--- src/rtl/branch_pc_unit_pkg.sv ---
// Shared control-flow encodings and address map for the P8 core front end.
// Also used by the decoder and CP0.
package branch_pc_unit_pkg;

    typedef enum logic [3:0] {
        BR_NONE = 4'd0,
        BR_BEQ  = 4'd1,
        BR_BNE  = 4'd2,
        BR_BGEZ = 4'd3,
        BR_BLTZ = 4'd4,
        BR_BLEZ = 4'd5,
        BR_BGTZ = 4'd6,
        BR_JIMM = 4'd7,
        BR_JREG = 4'd8
    } br_type_e;

    typedef enum logic {
        ST_RUN   = 1'b0,
        ST_REDIR = 1'b1
    } pc_state_e;

    localparam logic [31:0] PC_RESET  = 32'h0000_3000;
    localparam logic [31:0] EXC_ENTRY = 32'h0000_4180;
    localparam logic [31:0] TEXT_LO   = 32'h0000_3000;
    localparam logic [31:0] TEXT_HI   = 32'h0000_6FFC;

    function automatic logic fetch_fault(input logic [31:0] pc);
        return (pc[1:0] != 2'b00) || (pc < TEXT_LO) || (pc > TEXT_HI);
    endfunction

    // Encodings 9-15 are reserved and behave as NONE.
    function automatic logic is_ctrl_flow(input logic [3:0] bt);
        return (bt >= 4'd1) && (bt <= 4'd8);
    endfunction

endpackage

--- src/rtl/branch_pc_unit_decide.sv ---
// Branch condition evaluation from the ID-stage comparator vector.
module branch_decide
    import branch_pc_unit_pkg::*;
(
    input  logic [3:0] br_type,
    input  logic [2:0] cmp_rst,
    input  logic       stall,
    output logic       br_taken
);

    logic eq_s;
    logic nonneg_s;
    logic zero_s;

    assign eq_s     = cmp_rst[0];
    assign nonneg_s = cmp_rst[1];
    assign zero_s   = cmp_rst[2];

    // Operands are not valid during a stall, so nothing is taken then.
    always_comb begin
        br_taken = 1'b0;
        if (stall) begin
            br_taken = 1'b0;
        end else begin
            case (br_type)
                BR_BEQ:  br_taken = eq_s;
                BR_BNE:  br_taken = ~eq_s;
                BR_BGEZ: br_taken = nonneg_s;
                BR_BLTZ: br_taken = ~nonneg_s;
                BR_BLEZ: br_taken = ~nonneg_s | zero_s;
                BR_BGTZ: br_taken = nonneg_s & ~zero_s;
                BR_JIMM: br_taken = 1'b1;
                BR_JREG: br_taken = 1'b1;
                default: br_taken = 1'b0;
            endcase
        end
    end

endmodule

--- src/rtl/branch_pc_unit.sv ---
// IF-stage PC register, delay-slot flag and redirect FSM with ID-stage
// branch/jump target selection and fetch-address fault detection.
module branch_pc_unit
    import branch_pc_unit_pkg::*;
(
    input  logic        clk,
    input  logic        reset,
    input  logic        Stall,
    input  logic        ExcReq,
    input  logic        EretReq,
    input  logic [31:0] EPC,
    input  logic [3:0]  BrType,
    input  logic [2:0]  CMPrst,
    input  logic [31:0] ID_PC4,
    input  logic [15:0] Imm16,
    input  logic [25:0] Index26,
    input  logic [31:0] RsData,
    output logic [31:0] IF_PC,
    output logic        IF_BD,
    output logic        IF_AdEL,
    output logic        ID_BrTaken,
    output logic [31:0] ID_Link
);

    logic [31:0] pc_q, pc_d;
    logic        bd_q, bd_d;
    pc_state_e   state_q, state_d;
    logic        decide_taken_s;
    logic        br_taken_s;
    logic [31:0] target_s;
    logic [31:0] branch_off_s;

    branch_decide u_decide (
        .br_type  (BrType),
        .cmp_rst  (CMPrst),
        .stall    (Stall),
        .br_taken (decide_taken_s)
    );

    // After a redirect the ID stage holds a flushed bubble; its decode is void.
    assign br_taken_s   = decide_taken_s & (state_q == ST_RUN);
    assign branch_off_s = {{14{Imm16[15]}}, Imm16, 2'b00};

    // Control-flow target for the instruction currently in ID.
    always_comb begin
        target_s = ID_PC4 + branch_off_s;
        case (BrType)
            BR_JIMM: target_s = {ID_PC4[31:28], Index26, 2'b00};
            BR_JREG: target_s = RsData;
            default: target_s = ID_PC4 + branch_off_s;
        endcase
    end

    // Next PC / delay-slot / state selection, highest priority first.
    always_comb begin
        pc_d    = pc_q + 32'd4;
        bd_d    = 1'b0;
        state_d = ST_RUN;
        if (ExcReq) begin
            pc_d    = EXC_ENTRY;
            bd_d    = 1'b0;
            state_d = ST_REDIR;
        end else if (EretReq) begin
            pc_d    = EPC;
            bd_d    = 1'b0;
            state_d = ST_REDIR;
        end else if (Stall) begin
            pc_d    = pc_q;
            bd_d    = bd_q;
            state_d = ST_RUN;
        end else if (state_q == ST_REDIR) begin
            pc_d    = pc_q + 32'd4;
            bd_d    = 1'b0;
            state_d = ST_RUN;
        end else begin
            pc_d    = br_taken_s ? target_s : (pc_q + 32'd4);
            bd_d    = is_ctrl_flow(BrType);
            state_d = ST_RUN;
        end
    end

    // PC, delay-slot flag and redirect state registers.
    always_ff @(posedge clk or posedge reset) begin
        if (reset) begin
            pc_q    <= PC_RESET;
            bd_q    <= 1'b0;
            state_q <= ST_RUN;
        end else begin
            pc_q    <= pc_d;
            bd_q    <= bd_d;
            state_q <= state_d;
        end
    end

    assign IF_PC      = pc_q;
    assign IF_BD      = bd_q;
    assign IF_AdEL    = fetch_fault(pc_q);
    assign ID_BrTaken = br_taken_s;
    assign ID_Link    = ID_PC4 + 32'd4;

endmodule
--- config.mk ---
export PLATFORM = sky130hd
export DESIGN_NAME = branch_pc_unit
export DESIGN_NICKNAME = d
export VERILOG_FILES = /design/src/rtl/branch_pc_unit_pkg.sv /design/src/rtl/branch_pc_unit_decide.sv /design/src/rtl/branch_pc_unit.sv
export SDC_FILE = /design/constraint.sdc
export NUM_CORES = 1
export LEC_CHECK = 0
export ABC_AREA = 0
export CAP_MARGIN = 20
export CORE_MARGIN = 2
export CORE_UTILIZATION = 49
export DETAILED_ROUTE_END_ITERATION = 10
export PLACE_DENSITY_LB_ADDON = 0.25
export RECOVER_POWER = 50
export SKIP_CTS_REPAIR_TIMING = 1
export SYNTH_ARGS = -nofsm -noshare
export SYNTH_HDL_FRONTEND = slang
export SYNTH_SLANG_ARGS = --single-unit
--- constraint.sdc ---
create_clock -name clk -period 4.7 [get_ports clk]
set_input_delay 0.94 -clock clk [delete_from_list [all_inputs] [get_ports clk]]
set_output_delay 0.94 -clock clk [all_outputs]
set_load 0.01 [all_outputs]
# Word level (Yosys, flattened, before mapping)
# Cells that the tools add are included.
op_classes:
  eq_ne: 9
  mux: 14
  n_addsub: 3
  order_cmp: 4
  n_reduce_logical: 5
  bitwise_logic: 7
op_table:
  columns: ["op", "count"]
  rows:
  - ["32-bit two-way mux", 5]
  - ["32-bit by 3-bit adder with 32-bit output (second input constant)", 2]
  - ["32-bit one-hot mux with 2 select lines", 1]
  - ["32-bit adder", 1]
  - ["32-bit by 15-bit greater-than comparator with 1-bit output (second input constant)", 1]
  - ["32-bit by 14-bit < comparator with 1-bit output (second input constant)", 1]
  - ["4-bit by 3-bit equality test with 1-bit output (second input constant)", 4]
  - ["4-bit by 2-bit equality test with 1-bit output (second input constant)", 2]
  - ["1-bit two-way mux", 7]
  - ["1-bit one-hot mux with 7 select lines", 1]
  - ["4-bit by 1-bit equality test with 1-bit output (second input constant)", 1]
  - ["4-bit equality test (second input constant)", 1]
  - ["4-bit by 1-bit greater-or-equal comparator with 1-bit output (second input constant)", 1]
  - ["4-bit less-or-equal comparator (second input constant)", 1]
  - ["1-bit NOT", 4]
  - ["3-bit by 1-bit inequality test with 1-bit output (second input constant)", 1]
  - ["1-bit AND", 2]
  - ["1-bit logical OR", 2]
  - ["2-bit nonzero test", 1]
  - ["2-bit OR reduction", 1]
  - ["1-bit logical AND", 1]
  - ["1-bit bitwise OR", 1]
totals:
  elab_cells: 45
  reg_bits: 34
  in_bits: 150

# Depth between registers and ports, before layout
# Gate-level depths: netlist of run 1.
depth:
  word_depth: 10
  depth_mapped: 11
  mapped_depth_nobuf: 10

# Hierarchy
# Synthesis of run 1 repeated with hierarchy kept, for this count alone.
unflattened:
  cells_unflattened: 737
  hier_area_um2: 5241.3
by_module_without_submodules:
  columns: ["module", "cells_each", "area_per_inst_um2", "instances"]
  rows:
  - ["branch_pc_unit", 728, 5162.5, 1]
  - ["branch_decide", 9, 78.8, 1]

# Least setup slack after synthesis of run 1
# No wires, ideal clock.
synth_timing:
  path_type: "input-to-output"
  from: "input BrType[1]"
  to: "output ID_BrTaken"
  path_buffers: 4
  cell_stages: 8
  path_slack_ns: 1.434
  arrival_ns: 2.326
  path_cell_list: "buf_6 -> o31a_1 -> or4_1 -> a21o_1 -> buf_6 -> clkinv_4 -> buf_6 -> buf_4"
synth_via:
  elab_chain_len: 5
synth_lines:
  columns: ["item", "line_no", "rtl"]
  rows:
  - ["start: declaration", "branch_pc_unit.sv:12", "input logic [3:0] BrType,"]
  - ["4-bit by 3-bit equality test with 1-bit output / 4-bit equality test (equally long branches)", "branch_pc_unit_decide.sv:25", "case (br_type)"]
  - ["2-bit OR reduction (no source line)", null, null]
  - ["1-bit one-hot mux with 7 select lines (*)", "branch_pc_unit_decide.sv:25", null]
  - ["1-bit two-way mux (*)", "branch_pc_unit_decide.sv:22", "if (stall) begin"]
  - ["1-bit AND (*)", "branch_pc_unit.sv:41", "assign br_taken_s = decide_taken_s & (state_q == ST_RUN);"]
  - ["end: declaration", "branch_pc_unit.sv:21", "output logic ID_BrTaken,"]
# Every way passes the cells marked *; elsewhere a longest branch is shown, timed or not.

# Worst setup path in the final report of run 1
layout_timing:
  from: "input ID_PC4[2]"
  to: "output ID_Link[26]"
layout_via:
  elab_chain_len: 1
layout_lines:
  columns: ["item", "line_no", "rtl"]
  rows:
  - ["start: declaration", "branch_pc_unit.sv:14", "input logic [31:0] ID_PC4,"]
  - ["32-bit by 3-bit adder with 32-bit output", "branch_pc_unit.sv:99", "assign ID_Link = ID_PC4 + 32'd4;"]
  - ["end: declaration", "branch_pc_unit.sv:22", "output logic [31:0] ID_Link"]
# Every way passes these cells.

==> run summary, run 1 <==
The flow ran to the end, but the final reports show violations. The final reports fail on capacitance limit, slew limit. Summed over all nets, the switching power comes to 480.9 µW. The async set-or-reset flop fraction in the synthesized netlist works out to 100.0%.

On the final layout, the worst hold slack is 0.5372 ns. The post-route netlist has 3.669% of its cells at a drive strength greater than 1. The run gives 71.37% as the core occupancy in the finished layout.

The cell with the largest stage delay on the worst path is sky130_fd_sc_hd__clkdlybuf4s50_1. The final net count was 1135; the clock transition time at the flip-flop clock pins of the worst setup and hold paths was 0.07 ns. At the pin with the least slew margin, the transition time is 2.006 ns. The detailed router finished its first iteration with 737 violations. The floorplan step set the die width to 108.7 µm.

The tools report the origin of the critical flop-to-flop path as IF_PC[2]. For the number of hold-slack violations in the final timing report, the log shows 0. The tools report the worst setup slack for register-to-register paths as 1.67 ns. The instance count of the mapped netlist came out at 763.

The number of antenna violations at the first check in global routing was 0. TritonCTS built the clock tree. Along the worst hold path, the cell count comes to 2. The average instance in the mapped netlist occupies 7.043 µm².

Based on the critical path, the design can be clocked at up to 222.7 MHz. For this run, the slowest stage of the critical path takes 0.60 ns. Yosys printed 0 warnings.

The portion of synthesized cell area occupied by the leading cell type was 14.90%; the vertical die dimension was 108.7 µm. The fraction of power consumed by sequential logic is 27.3%. The endpoint with the worst hold slack is IF_BD. The path class of the tightest hold or removal check is reg -> reg.

The buffering stage count on the worst path with inverters included came out at 2. The later pin in the worst-skew pair is clocked with a latency of 0.30 ns. The number of global-route vias before repair came out at 6306. The tools report the critical hold path startpoint as IF_BD. After detailed routing, the average wire length per cell comes to 18.82 µm. Cell internal power was estimated by the tool at 782.5 µW.

After layout, the design draws a total of 1.263 mW. In this run switching power makes up 38.07% of total power. The die covers 11820 µm². The worst register-to-register path ends at IF_PC[28]. The routed layout has 6999 vias.

The family with the most delay on the worst path is buffers and inverters. In the synthesized netlist the dominant register cell turns out to be sky130_fd_sc_hd__dfrtp_1. Power spread over the standard cell area amounts to 164.0 nW/µm². After floorplanning, the core was divided into 38 placement rows.

After detailed routing, the number of remaining DRC violations is 0. After routing, the total negative slack on setup checks comes to 0 ns. The logs give 35 for the final count of pins violating max slew and 0 for the remaining antenna violation count after routing.

Before antenna repair, the detailed router went through 5 iterations. The clock network accounts for 21.2% of the total power. The critical path goes through clkdlybuf4s50_1 -> ha_1 -> nand3_1 -> nor2_1 -> nand3_1 -> nor2_1 -> and3_1 -> nand2_1 -> xnor2_1 -> clkdlybuf4s50_1.

The core region is 10790 µm². For the number of distinct standard cells referenced by the synthesized netlist, the log shows 70. The number of violations of the max-capacitance limit was 1.

The remaining global-route overflow is 0. At the worst endpoint, the arrival time is 3.55 ns. After detailed routing, the total wire length is 20580 µm.

During placement, the flow inserted port buffers numbering 216. After layout, the minimum clock period comes to 4.491 ns. For the global placer's final weighted congestion, the log shows 0.9365. The setup skew after layout was 0.008741 ns. The initial utilization of the core area, before any placement, comes to 49.79%. For the worst flop-to-flop path, the logic depth is 8. STA classifies the critical path endpoint as an output pin. The sequential-to-total area share from yosys stat was 15.88%. The number of antenna diodes in the final layout is 0. STA classifies the critical path startpoint as a primary input. Using the TritonRoute via totals, the vias-per-cell ratio works out to 6.398.

The worst setup path is of the in -> out kind. The logs give 2 for the maximum root-to-sink buffer count and 0.0001069 V for the peak supply drop. The wire-length estimate of the detail-placed layout is 15870 µm.

In the finished design, the share of the clock period the worst path needs comes to 95.55%. By area the synthesized netlist is led by sky130_fd_sc_hd__dfrtp_1 (15%), sky130_fd_sc_hd__ha_1 (7.2%), sky130_fd_sc_hd__a21oi_1 (7.1%). The synthesized flop and latch total came out at 34. The maximum number of pins on one net before global-route repair is 43. The number of nets handed over by synthesis was 945. The worst pin sits at a relative slew slack of -33.73%. Setup repair after global routing left no endpoint under its margin. The worst-path maximum fanout is 5, and the synthesized cell area is 5374 µm². The level count of the clock H-tree is 2. Required time of the critical path: 3.76 ns. The TritonCTS buffer count is 5. The root buffer cell is sky130_fd_sc_hd__clkbuf_8. The analysis attributes to cell leakage a power of 3.045 nW. Per report_power, the combinational group accounts for 51.5% of the total. Setup violations remaining at the end of the flow were counted as 0. Across every metal layer, demand over resource in global routing totals 34.28%. For the first-pass GRT wire length, the log shows 32260 µm.

sky130_fd_sc_hd__dfrtp_1 takes more of the synthesized area than any other cell. Number of enable-type register cells in the synthesized netlist: 0. The synthesis-to-layout area growth was 43.33%.

The run gives 34 as the number of sinks handled by clock tree synthesis. For this design the top-level I/O count stands at 217.
-- cell type report --
cell class | instances | area, µm²
Multi-Input combinational cell | 657 | 4209
Fill cell | 924 | 3090
Clock buffer | 8 | 110.1
Sequential cell | 34 | 853.3
Timing Repair Buffer | 229 | 2252
Tap cell | 140 | 175.2
Inverter | 26 | 102.6
-- Yosys cell counts (4+ instances only) --
cell type / count
sky130_fd_sc_hd__a211oi_1: 10
sky130_fd_sc_hd__a21o_1: 9
sky130_fd_sc_hd__a21oi_1: 76
sky130_fd_sc_hd__a221o_1: 8
sky130_fd_sc_hd__a221oi_1: 13
sky130_fd_sc_hd__a22o_1: 6
sky130_fd_sc_hd__a22oi_1: 12
sky130_fd_sc_hd__a31oi_1: 12
sky130_fd_sc_hd__and2_1: 6
sky130_fd_sc_hd__and3_1: 22
sky130_fd_sc_hd__buf_2: 9
sky130_fd_sc_hd__clkbuf_1: 31
sky130_fd_sc_hd__dfrtp_1: 32
sky130_fd_sc_hd__ha_1: 31
sky130_fd_sc_hd__inv_1: 23
sky130_fd_sc_hd__mux2i_1: 5
sky130_fd_sc_hd__nand2_1: 81
sky130_fd_sc_hd__nand3_1: 40
sky130_fd_sc_hd__nand3b_1: 6
sky130_fd_sc_hd__nand4_1: 16
sky130_fd_sc_hd__nor2_1: 68
sky130_fd_sc_hd__nor2b_1: 4
sky130_fd_sc_hd__nor3_1: 16
sky130_fd_sc_hd__nor4_1: 10
sky130_fd_sc_hd__o211a_1: 4
sky130_fd_sc_hd__o211ai_1: 7
sky130_fd_sc_hd__o21a_1: 11
sky130_fd_sc_hd__o21ai_0: 45
sky130_fd_sc_hd__o22ai_1: 7
sky130_fd_sc_hd__o311ai_0: 4
sky130_fd_sc_hd__o31a_1: 4
sky130_fd_sc_hd__o31ai_1: 7
sky130_fd_sc_hd__or3_1: 11
sky130_fd_sc_hd__xnor2_1: 32
sky130_fd_sc_hd__xor2_1: 20
-- power by group through the flow --
stage               clock network (mW)  registers, mW  logic, mW
finish                           0.268          0.344      0.651
global route                     0.275          0.347      0.707
CTS                              0.266          0.343      0.648
detailed placement                   0          0.348      0.643
global placement                     0          0.347      0.637
floorplan                            0          0.348      0.336
-- per-stage QoR --
stage / setup slack, ns / instances / area, µm²
2_1_floorplan: 1.434 / 763 / 5374
3_3_place_gp: 0.3243 / 1086 / 7600
3_5_place_dp: 0.2403 / 1086 / 7600
4_1_cts: 0.2178 / 1094 / 7710
5_1_grt: 0.005298 / 1094 / 7702
6_report: 0.2092 / 1094 / 7702
-- cells in the final DEF (no fill, tap or decap), types with 7 or more instances in the layout --
| cell | instances |
|---|---|
| sky130_fd_sc_hd__a211oi_1 | 10 |
| sky130_fd_sc_hd__a21o_1 | 9 |
| sky130_fd_sc_hd__a21oi_1 | 76 |
| sky130_fd_sc_hd__a221o_1 | 8 |
| sky130_fd_sc_hd__a221oi_1 | 13 |
| sky130_fd_sc_hd__a22oi_1 | 12 |
| sky130_fd_sc_hd__a31oi_1 | 12 |
| sky130_fd_sc_hd__and3_1 | 22 |
| sky130_fd_sc_hd__buf_4 | 11 |
| sky130_fd_sc_hd__clkbuf_8 | 8 |
| sky130_fd_sc_hd__clkdlybuf4s50_1 | 183 |
| sky130_fd_sc_hd__dfrtp_1 | 32 |
| sky130_fd_sc_hd__dlygate4sd3_1 | 33 |
| sky130_fd_sc_hd__ha_1 | 31 |
| sky130_fd_sc_hd__inv_1 | 23 |
| sky130_fd_sc_hd__nand2_1 | 81 |
| sky130_fd_sc_hd__nand3_1 | 40 |
| sky130_fd_sc_hd__nand4_1 | 16 |
| sky130_fd_sc_hd__nor2_1 | 68 |
| sky130_fd_sc_hd__nor3_1 | 16 |
| sky130_fd_sc_hd__nor4_1 | 10 |
| sky130_fd_sc_hd__o211ai_1 | 7 |
| sky130_fd_sc_hd__o21a_1 | 11 |
| sky130_fd_sc_hd__o21ai_0 | 45 |
| sky130_fd_sc_hd__o22ai_1 | 7 |
| sky130_fd_sc_hd__o31ai_1 | 7 |
| sky130_fd_sc_hd__or3_1 | 11 |
| sky130_fd_sc_hd__xnor2_1 | 32 |
| sky130_fd_sc_hd__xor2_1 | 20 |
-- layer usage --
metal  part of all wire [%]  GRT usage (%)
met2                     44          53.97
met4                    4.1          12.45
met5                      0              0
met1                     41          46.77
met3                     11          6.396
-- worst reg2reg max path, cell delays in order, from the launching register on --
cell and delay, ns:
sky130_fd_sc_hd__dfrtp_1 0.45, sky130_fd_sc_hd__ha_1 0.27, sky130_fd_sc_hd__and4_1 0.29, sky130_fd_sc_hd__nand3_1 0.24
sky130_fd_sc_hd__nor3_1 0.72, sky130_fd_sc_hd__nand4_1 0.20, sky130_fd_sc_hd__a21o_1 0.22, sky130_fd_sc_hd__a211oi_1 0.34
sky130_fd_sc_hd__o32ai_1 0.16
-- logic make-up after synthesis --
family,synth area share (%)
and+or+nand+nor,27.59
AOI/OAI and AO/OA,33.16
buffers and inverters,5.960
xor gates and xnor gates,8.475
DFF,15.88
adders and majority gates,7.590
muxes,1.350
-- state kept, by name, summed over array words and instances, names as in the netlist --
signal,count
IF_PC,32
state_q,1
IF_BD,1
-- how the worst max path moves through the flow --
stage / from / to / slack, ns / cells past startpoint
2_1_floorplan: BrType[1] / ID_BrTaken / 1.43 / 8
3_5_place_dp: ID_PC4[2] / ID_Link[26] / 0.24 / 10
3_3_place_gp: ID_PC4[2] / ID_Link[26] / 0.32 / 10
6_report: ID_PC4[2] / ID_Link[26] / 0.21 / 10
5_1_grt: ID_PC4[2] / ID_Link[26] / 0.005 / 10
4_1_cts: ID_PC4[2] / ID_Link[26] / 0.22 / 10
(Power assumes the default switching activity.)
==> run 2: changes to the inputs <==
--- a/config.mk
+++ b/config.mk
@@ -10,6 +10,7 @@
 export CORE_MARGIN = 2
 export CORE_UTILIZATION = 49
 export DETAILED_ROUTE_END_ITERATION = 10
+export GPL_TIMING_DRIVEN = 0
 export PLACE_DENSITY_LB_ADDON = 0.25
 export RECOVER_POWER = 50
 export SKIP_CTS_REPAIR_TIMING = 1
==> run 2 against run 1 <==
Compared with the run above: global-route usage up 3.6 points; die area unchanged; setup slack worse by 0.089 ns; first-iteration DRC count up 8.4%; the run now ends clean.
==> run summary, run 2 (synthesized netlist as in run 1, its figures left out) <==
The via density per instance works out to 6.480 (was 6.398). The tools report the beginning of the critical path as BrType[0] (was ID_PC4[2]). Worst-path maximum fanout: 10 (was 5). The standby leakage power was 3.082 nW (was 3.045 nW); the level count of the clock H-tree was 2 (unchanged). The logs give 21 (was 43) for the maximum number of pins on one net before global-route repair and 0.00009771 V (was 0.0001069 V) for the peak supply drop. The overall routing resource usage is 37.84% (was 34.28%).

The run gives 0 (unchanged) as the number of antenna violations at the first check in global routing. The logs give 1167 (was 1135) for the final net count and 18280 µm (was 15870 µm) for the half-perimeter wire length after placement. The arrival time of the worst setup path is 3.64 ns (was 3.55 ns). The path class of the lowest-slack min-delay path was reg -> reg (unchanged).

The tools report the initial core utilization as 49.79% (unchanged). The tools report the number of top-level design ports as 217 (unchanged). The tools report the floorplan die area as 11820 µm² (unchanged). The tools report the global placer's final weighted congestion as 1.031 (was 0.9365). Type of element capturing the critical path: an output pin (unchanged). The run finished with clean final reports. The count of input and output buffers was 214 (was 216).

The buffering stage count on the worst path with inverters included works out to 6 (was 2). The relative slew slack was 18.20% (was -33.73%). The run gives 0.30 ns (about the same) as the later-pin clock latency in the skew report. For the total number of placement rows, the log shows 38 (unchanged). Cell-by-cell trace of the critical path: clkdlybuf4s50_1 -> nor4b_4 -> a31oi_1 -> a21o_1 -> buf_6 -> clkinv_4 -> buf_6 -> buf_4 -> clkdlybuf4s50_1 (was clkdlybuf4s50_1 -> ha_1 -> nand3_1 -> nor2_1 -> nand3_1 -> nor2_1 -> and3_1 -> nand2_1 -> xnor2_1 -> clkdlybuf4s50_1). Number of sinks handled by clock tree synthesis: 34 (unchanged). The number of remaining DRC errors was 0 (unchanged); the vertical die dimension was 108.7 µm (unchanged). The final worst-path cycle share works out to 97.44% (was 95.55%).

The synthesis-to-layout area growth is 45.22% (was 43.33%). The run gives 2 (unchanged) as the maximum root-to-sink buffer count. The critical path start-end classification was in -> out (unchanged). The remaining global-route overflow is 0 (unchanged). For the maximum clock frequency, the log shows 218.4 MHz (was 222.7 MHz).

Category of the worst setup path launch point: a primary input (unchanged). For the remaining antenna violation count after routing, the log shows 0 (unchanged). TritonCTS built the clock tree. For the number of global-route vias before repair, the log shows 6820 (was 6306).

The run gives 0 ns (unchanged) as the final-layout setup total negative slack. Critical hold path startpoint: IF_BD (unchanged). The number of design-rule violations left by the first detailed-router iteration came out at 799 (was 737). The routed length per instance was 20.43 µm (was 18.82 µm); the number of hold-slack violations in the final timing report was 0 (unchanged). The number of violations of the max-capacitance limit is 0 (was 1), and the TritonCTS buffer count is 5 (unchanged). The tools report the required time of the critical path as 3.76 ns (about the same). The transition time of the tightest slew-check pin works out to 1.227 ns (was 2.006 ns). The horizontal extent of the die was 108.7 µm (unchanged).

Commonest non-fill, non-tap cell in the layout: sky130_fd_sc_hd__clkdlybuf4s50_1 (unchanged). The run gives 0.008576 ns (was 0.008741 ns) as the setup skew after layout. The tools report the first-pass iteration count of the detailed router as 5 (unchanged). The cell with the largest stage delay on the worst path was sky130_fd_sc_hd__nor4b_4 (was sky130_fd_sc_hd__clkdlybuf4s50_1). The final count of pins violating max slew was 0 (was 35); the critical path's largest stage delay was 0.64 ns (was 0.60 ns). Highest-count cells in the layout ignoring fill and taps: sky130_fd_sc_hd__clkdlybuf4s50_1 (180), sky130_fd_sc_hd__nand2_1 (81), sky130_fd_sc_hd__a21oi_1 (76) (was sky130_fd_sc_hd__clkdlybuf4s50_1 (183), sky130_fd_sc_hd__nand2_1 (81), sky130_fd_sc_hd__a21oi_1 (76)). Setup repair after global routing left no endpoint under its margin. The cell area power density was 161.2 nW/µm² (was 164.0 nW/µm²). The tools report the post-route worst hold slack as 0.5205 ns (was 0.5372 ns). The tools report the number of setup violations in the final report as 0 (unchanged). Clock period minus final worst setup slack: 4.580 ns (was 4.491 ns). The clock transition time at the flip-flop clock pins of the worst setup and hold paths came out at 0.07 ns (about the same). The layout cell share with drive strength beyond 1 came out at 4.158% (was 3.669%).

The worst setup slack for register-to-register paths was 1.54 ns (was 1.67 ns). The family with the most delay on the worst path is buffers and inverters (unchanged). The floorplan core area is 10790 µm² (unchanged). The origin of the critical flop-to-flop path is IF_PC[2] (unchanged). The number of flip-flops under the largest register name is 32 (unchanged).

Antenna diode instance count: 0 (unchanged). The first-pass GRT wire length is 34990 µm (was 32260 µm). The tools report the root buffer cell as sky130_fd_sc_hd__clkbuf_8 (unchanged).

The tools report the via count as 7296 (was 6999). For the total length of routed wires, the log shows 23000 µm (was 20580 µm).
[run 2: cell count changes in the layout (fill, tap and decap cells not counted)]
| cell | delta |
|---|---|
| sky130_fd_sc_hd__nor2_1 | -2 |
| sky130_fd_sc_hd__clkinvlp_4 | +1 |
| sky130_fd_sc_hd__dlygate4sd3_1 | +1 |
| sky130_fd_sc_hd__buf_6 | +3 |
| sky130_fd_sc_hd__nor2_2 | +2 |
| sky130_fd_sc_hd__clkbuf_1 | +30 |
| sky130_fd_sc_hd__buf_4 | -8 |
| sky130_fd_sc_hd__clkdlybuf4s50_1 | -3 |
| sky130_fd_sc_hd__clkbuf_8 | -2 |
| sky130_fd_sc_hd__clkinv_2 | +1 |
| sky130_fd_sc_hd__buf_2 | +9 |
[run 2: layout make-up]
| cell class | instances | area (µm²) |
|---|---|---|
| Buffer | 46 | 217.7 |
| Clock buffer | 6 | 82.58 |
| Clock inverter | 2 | 12.51 |
| Fill cell | 869 | 2989 |
| Inverter | 26 | 102.6 |
| Multi-Input combinational cell | 657 | 4214 |
| Sequential cell | 34 | 853.3 |
| Tap cell | 140 | 175.2 |
| Timing Repair Buffer | 215 | 2146 |
[run 2: where the power goes]
part	leakage [nW]	internal [mW]	switching (mW)	total [mW]
combinational	2.60	0.322	0.348	0.670
sequential	0.431	0.312	0.0320	0.344
clock	0.0472	0.118	0.125	0.244
total	3.08	0.753	0.505	1.26
[run 2: path summary, 6_finish.rpt]
check,endpoint,cells after the start
max reg2reg,IF_PC[28],8
min in group asynchronous,IF_PC[1],2
min,IF_BD,2
max in group asynchronous,IF_PC[2],3
max,ID_BrTaken,9
min reg2reg,IF_BD,2
[run 2: layer usage]
metal,GRT usage (%),wire length [µm],up-vias
met5,0,0,-
met4,17.40,939,0
met3,7.472,2762,83
met2,61.25,10260,535
met1,48.53,9033,3326
li1,-,-,3352
[run 2: per-stage QoR]
stage / total power, mW / setup WS [ns] / cells / util (%) / area (µm²)
floorplan: 0.6837 / 1.434 / 763 / - / 5374
global placement: 0.9982 / -0.01328 / 1117 / 71.26 / 7691
detailed placement: 1.007 / 0.0008336 / 1118 / 71.52 / 7719
CTS: 1.245 / -0.005199 / 1126 / 72.40 / 7814
global route: 1.317 / 0.004730 / 1126 / 72.30 / 7804
finish: 1.258 / 0.1203 / 1126 / 72.30 / 7804
[run 2: worst reg2reg max path: stages (launching register included)]
cell                       delay (ns)
sky130_fd_sc_hd__dfrtp_1         0.44
sky130_fd_sc_hd__ha_1            0.26
sky130_fd_sc_hd__and4_1          0.27
sky130_fd_sc_hd__nand3_1         0.26
sky130_fd_sc_hd__nor3_1          0.78
sky130_fd_sc_hd__nand4_1         0.25
sky130_fd_sc_hd__a21o_1          0.24
sky130_fd_sc_hd__a211oi_1        0.37
sky130_fd_sc_hd__o32ai_1         0.16
==> run 3: changes to the inputs <==
--- a/config.mk
+++ b/config.mk
@@ -9,6 +9,7 @@
 export CAP_MARGIN = 20
 export CORE_MARGIN = 2
 export CORE_UTILIZATION = 49
+export CTS_CLUSTER_SIZE = 40
 export DETAILED_ROUTE_END_ITERATION = 10
 export GPL_TIMING_DRIVEN = 0
 export PLACE_DENSITY_LB_ADDON = 0.25
==> results of run 3 <==
No change in the layout: final DEF, timing and power equal those of run 2.
